<file path="src/rtl/aurora_tx_lane.sv">
// Aurora 64b/66b transmit lane: slot-based block intake, self-synchronous scrambler,
// idle insertion and 66->32 gearbox. Optional output inversion via AURORA_TX_POLARITY_EN.
module aurora_tx_lane #(
  parameter logic [63:0] IDLE_PAYLOAD = 64'h7800_0000_0000_0000,
  parameter int          CNT_WIDTH    = 16
) (
  input  logic                 clk_tx_i,
  input  logic                 rst_i,
`ifdef AURORA_TX_POLARITY_EN
  input  logic                 tx_polarity_i,
`endif
  input  logic [63:0]          tx_data_i,
  input  logic [1:0]           tx_header_i,
  input  logic                 tx_valid_i,
  output logic                 tx_ready_o,
  output logic [31:0]          tx_gb_data_o,
  output logic [CNT_WIDTH-1:0] tx_idle_cnt_o
);

  logic [5:0]  seq;
  logic [6:0]  occ;
  logic [95:0] gb_buf;
  logic [57:0] scr_state;

  logic        slot;
  logic [1:0]  blk_hdr;
  logic [63:0] blk_data;
  logic [63:0] scr_data;
  logic [57:0] scr_next;
  logic [57:0] scr_work;
  logic        scr_bit;
  logic [95:0] blk_ext;
  logic [95:0] merged;
  logic [6:0]  occ_next;
  logic [31:0] word_next;

  // Slots fall on even seq 0..30; seq 32 is the extra pop that drains the gearbox to 0.
  assign slot       = ~seq[0] && (seq != 6'd32);
  assign tx_ready_o = slot;

  always_comb begin
    blk_hdr  = tx_valid_i ? tx_header_i : 2'b10;
    blk_data = tx_valid_i ? tx_data_i   : IDLE_PAYLOAD;
    scr_work = scr_state;
    scr_data = '0;
    scr_bit  = 1'b0;
    for (int i = 63; i >= 0; i--) begin
      scr_bit     = blk_data[i] ^ scr_work[38] ^ scr_work[57];
      scr_data[i] = scr_bit;
      scr_work    = {scr_work[56:0], scr_bit};
    end
    scr_next = scr_work;
  end

  // Buffer is MSB-aligned: oldest bit at [95]; a new block lands right behind occ valid bits.
  always_comb begin
    blk_ext  = {blk_hdr, scr_data, 30'b0} >> occ;
    merged   = slot ? (gb_buf | blk_ext) : gb_buf;
    occ_next = slot ? (occ + 7'd34) : (occ - 7'd32);
`ifdef AURORA_TX_POLARITY_EN
    word_next = merged[95:64] ^ {32{tx_polarity_i}};
`else
    word_next = merged[95:64];
`endif
  end

  always_ff @(posedge clk_tx_i or posedge rst_i) begin
    if (rst_i) begin
      seq           <= '0;
      occ           <= '0;
      gb_buf        <= '0;
      scr_state     <= '1;
      tx_gb_data_o  <= '0;
      tx_idle_cnt_o <= '0;
    end else begin
      seq          <= (seq == 6'd32) ? 6'd0 : seq + 6'd1;
      occ          <= occ_next;
      gb_buf       <= {merged[63:0], 32'b0};
      tx_gb_data_o <= word_next;
      if (slot) begin
        scr_state <= scr_next;
        if (!tx_valid_i && (tx_idle_cnt_o != '1))
          tx_idle_cnt_o <= tx_idle_cnt_o + CNT_WIDTH'(1);
      end
    end
  end

endmodule

</file>
<file path="config.mk">
export PLATFORM = sky130hd
export DESIGN_NAME = aurora_tx_lane
export DESIGN_NICKNAME = d
export VERILOG_FILES = /design/src/rtl/aurora_tx_lane.sv
export SDC_FILE = /design/constraint.sdc
export NUM_CORES = 1
export LEC_CHECK = 0
export CAP_MARGIN = 40
export CORE_ASPECT_RATIO = 1.75
export CORE_MARGIN = 5
export CORE_UTILIZATION = 35
export CTS_CLUSTER_DIAMETER = 200
export DETAILED_ROUTE_END_ITERATION = 7
export HOLD_SLACK_MARGIN = 0.05
export SLEW_MARGIN = 20
export SYNTH_ARGS = -nofsm -noshare
export SYNTH_HDL_FRONTEND = slang
export SYNTH_SLANG_ARGS = --single-unit
</file>
<file path="constraint.sdc">
create_clock -name clk_tx_i -period 6.25 [get_ports clk_tx_i]
set_input_delay 1.25 -clock clk_tx_i [delete_from_list [all_inputs] [get_ports clk_tx_i]]
set_output_delay 1.25 -clock clk_tx_i [all_outputs]
set_load 0.01 [all_outputs]
</file>
==> results.sh <==
export IMPL_num_rows=96
export IMPL_cts_root_buf="clkbuf_16"
export IMPL_die_area_mm2=0.0439
export IMPL_synth_area_per_cell_um2=9.37
export IMPL_holdBufCountCts=0
export IMPL_grt_pass1_wl_mm=91.4
export IMPL_cts_sink_count=182
export IMPL_wl_per_cell_um=30.7
export IMPL_grt_max_degree=128
export IMPL_max_slew_margin_rel_pct=27.7
export IMPL_synth_flop_cell="dfrtp_1"
export IMPL_rsz0062_at_grt="no"
export IMPL_ys_ff_latch=182
export IMPL_worstSkewPairLatency_ns=0.48
export IMPL_fin_skew_ns=0.0158
export IMPL_cts_setup_buffers=0
export IMPL_synth_warnings=0
export IMPL_m1WireLength_mm=21.3
export IMPL_power_uw=11500
export IMPL_multi_input_area_mm2=0.00880
export IMPL_syn_nets=1556
export IMPL_dp_hpwl_mm=48.5
export IMPL_power_leakage_uw=0.00672
export IMPL_fill_cells=3857
export IMPL_seq_power_share_pct=19.1
export IMPL_seq_area_mm2=0.00463
export IMPL_worstMarginPinSlew_ns=1.08
export IMPL_critPathLaunchType="input port"
export IMPL_yosysUniqueCellTypes=81
export IMPL_synthesis_area_mm2=0.0139
export IMPL_synth_compound_area_share_pct=21.5
export IMPL_fin_setup_tns_ns=0
export IMPL_core_area_mm2=0.0393
export IMPL_power_switching_uw=5860
export IMPL_hold_viol=0
export IMPL_clock_power_share_pct=9.8
export IMPL_period_needed_ns=4.19
export IMPL_cts_buffers=17
export IMPL_synth_top_family_by_area="compound AO/OA/AOI/OAI gates"
export IMPL_first_pass_iters=6
export IMPL_wl_met2_mm=31.2
export IMPL_postSynth_asyncResetShare_pct=100
export IMPL_synthMuxAreaShare_pct=10.8
export IMPL_p_per_area_mw_per_mm2=705
export IMPL_gr_usage_all_layers_pct=28.5
export IMPL_post_route_util_pct=41.5
export IMPL_nets=1633
export IMPL_final_antenna_net_count=0
export IMPL_slew_viol_final=0
export IMPL_cts_max_level=4
export IMPL_critical_path_required_ns=6.66
export IMPL_port_buffers=117
export IMPL_holdWs_ns=0.425
export IMPL_syn_to_final_growth_pct=17.2
export IMPL_swShare_pct=51.0
export IMPL_clockBufferDepth=2
export IMPL_setup_slack_ns=2.06
export IMPL_routed_wl_mm=63.4
export IMPL_drc_errors=0
export IMPL_power_frac_comb_pct=71.1
export IMPL_fp_dieH_um=274
export IMPL_synthSimpleGateAreaFrac_pct=14.6
export IMPL_antenna_found_initial=0
export IMPL_fin_crit_sh_pct=67.0
export IMPL_crit_fanout=6
export IMPL_gp_congestion=1.04
export IMPL_syn_inst=1483
export IMPL_viasPerCell=6.33
export IMPL_top_layer="met4"
export IMPL_drv_cap=0
export IMPL_clk_pin_slew_worst_paths_ns=0.08
export IMPL_crit_arrival_ns=4.60
export IMPL_r2r_slack_ns=2.53
export IMPL_yosysSeqAreaShare_pct=33.3
export IMPL_cts_tree="yes"
export IMPL_timing_fmax_ghz=0.239
export IMPL_drt_initial_drc_count=1626
export IMPL_synthAdderAreaFrac_pct=0.360
export IMPL_start_util_pct=35.4
export IMPL_crit_type="in2reg"
export IMPL_synth_xor_area_share_pct=15.9
export IMPL_wl_met3_mm=3.83
export IMPL_run_status="complete, no violations"
export IMPL_p_int_uw=5620
export IMPL_grt_pass1_vias=13000
export IMPL_vias=13100
export IMPL_grt_overflow=0
export IMPL_setup_viol=0
export IMPL_endpoint_kind="flip-flop"
export IMPL_ir_worst_vdd_v=0.000238
export IMPL_ioPinCount=118
export IMPL_synth_edf_count=0
export IMPL_drive_gt1_share_pct=14.0
export IMPL_hold_path_class="reg2reg"
export IMPL_pre_cts_ws_ns=1.63
export IMPL_cts_resized=0
export IMPL_die_x_um=161
==> path summary, 6_finish.rpt <==
check	from	end	cells after the start
max in group asynchronous	rst_i	gb_buf[52]	3
hold / removal	gb_buf[81]	tx_gb_data_o[17]	1
min in group asynchronous	rst_i	tx_gb_data_o[5]	2
setup reg to reg	scr_state[30]	gb_buf[72]	7
hold reg to reg	gb_buf[81]	tx_gb_data_o[17]	1
setup / recovery	tx_data_i[63]	gb_buf[63]	8
==> stage by stage <==
step / instances / area, µm²
3_3_place_gp: 2020 / 15600
3_5_place_dp: 2025 / 15700
6_report: 2064 / 16300
5_1_grt: 2063 / 16300
4_1_cts: 2057 / 16200
2_1_floorplan: 1483 / 13900
==> layout by cell type (no fill, tap or decap), types with 8 or more instances in the layout <==
| master | n |
|---|---|
| a31oi_1 | 11 |
| nand2_1 | 200 |
| nand3_1 | 22 |
| inv_1 | 15 |
| o22ai_1 | 23 |
| nand2b_1 | 8 |
| o21bai_1 | 12 |
| buf_4 | 47 |
| mux2i_1 | 50 |
| clkdlybuf4s50_1 | 116 |
| nor2_1 | 83 |
| a221o_1 | 29 |
| a211oi_1 | 29 |
| a22oi_1 | 11 |
| mux4_2 | 36 |
| nor4_1 | 14 |
| xnor2_1 | 111 |
| o211ai_1 | 12 |
| a221oi_1 | 11 |
| mux2_2 | 12 |
| a21o_1 | 27 |
| dfstp_2 | 58 |
| a211o_1 | 19 |
| dfrtp_1 | 122 |
| xor2_1 | 70 |
| clkbuf_16 | 17 |
| o21ai_0 | 97 |
| a21oi_1 | 39 |
| o221ai_1 | 12 |
| and4_1 | 11 |
| xnor3_1 | 18 |
| nor3_1 | 32 |
| nand4_1 | 23 |
==> Yosys cell counts, drive strengths merged (6+ instances only) <==
| library cell | number | area share (%) |
|---|---|---|
| nand2 | 200 | 5.4 |
| dfrtp | 124 | 22 |
| xnor2 | 114 | 7.3 |
| o21ai | 99 | 3.6 |
| nor2 | 84 | 2.3 |
| clkbuf | 80 | 2.2 |
| xor2 | 70 | 4.4 |
| dfstp | 58 | 11 |
| mux2i | 50 | 3.6 |
| a21oi | 39 | 1.4 |
| mux4 | 38 | 6.2 |
| nor3 | 35 | 1.3 |
| buf | 31 | 0.92 |
| a211oi | 29 | 1.6 |
| a221o | 29 | 2.1 |
| a21o | 27 | 1.5 |
| nand4 | 23 | 1.0 |
| o22ai | 23 | 1.0 |
| nand3 | 22 | 0.79 |
| a211o | 19 | 1.2 |
| xnor3 | 19 | 3.1 |
| inv | 18 | 0.49 |
| nor4 | 15 | 0.68 |
| mux2 | 12 | 0.97 |
| o211ai | 12 | 0.65 |
| o21bai | 12 | 0.65 |
| o221ai | 12 | 0.76 |
| a221oi | 11 | 0.69 |
| a22oi | 11 | 0.59 |
| a31oi | 11 | 0.50 |
| and4 | 11 | 0.69 |
| and2 | 9 | 0.41 |
| nand2b | 8 | 0.36 |
| nor2b | 7 | 0.32 |
| o21a | 7 | 0.38 |
| o31ai | 7 | 0.38 |
| or2 | 6 | 0.27 |
| or3 | 6 | 0.27 |
| xor3 | 6 | 1.0 |
==> power by group through the flow <==
stage | Sequential, µW | Combinational (µW) | Clock [µW]
global placement | 2200 | 7780 | 0
finish | 2190 | 8170 | 1130
detailed placement | 2210 | 7860 | 0
global route | 2230 | 8470 | 1200
floorplan | 2140 | 4870 | 0
CTS | 2190 | 7890 | 1150
==> critical path: stages <==
cell             delay, ns
clkdlybuf4s50_1       0.59
nand2_1               0.12
xnor2_1               0.49
xnor3_1               0.70
mux4_2                0.57
or3_1                 0.35
a2111oi_2             0.37
a211o_1               0.15
==> sequential cells by signal, summed over array words and instances, names as in the netlist <==
register and count:
gb_buf 64, occ 6, scr_state 58, seq 6
tx_gb_data_o 32, tx_idle_cnt_o 16
==> area by class of cell <==
type                    instances  share of cell area [%]
multi-input cells            1170                    54.0
flip-flops and latches        182                    28.4
repair buffers                169                    9.67
well taps                     490                    3.76
clock buffers                  17                    2.61
clock inverters                15                   0.976
inverters                      20                   0.507
diodes                          1                  0.0154
==> routing by layer <==
layer	vias up	track usage, %
met5	-	0
li1	5658	-
met4	0	26.4
met2	757	47.9
met1	6389	29.8
met3	254	5.20
==> cell families (layout without fill, tap and decap cells) <==
logic type                 after synthesis  after routing
adders and majority gates                4              4
buffers and inverters                  131            221
AOI/OAI and AO/OA                      416            416
other                                    0              1
and+or+nand+nor                        441            441
muxes                                  100            100
xor gates and xnor gates               209            209
DFF                                    182            182
No activity file was read; power rests on OpenSTA's default activity.
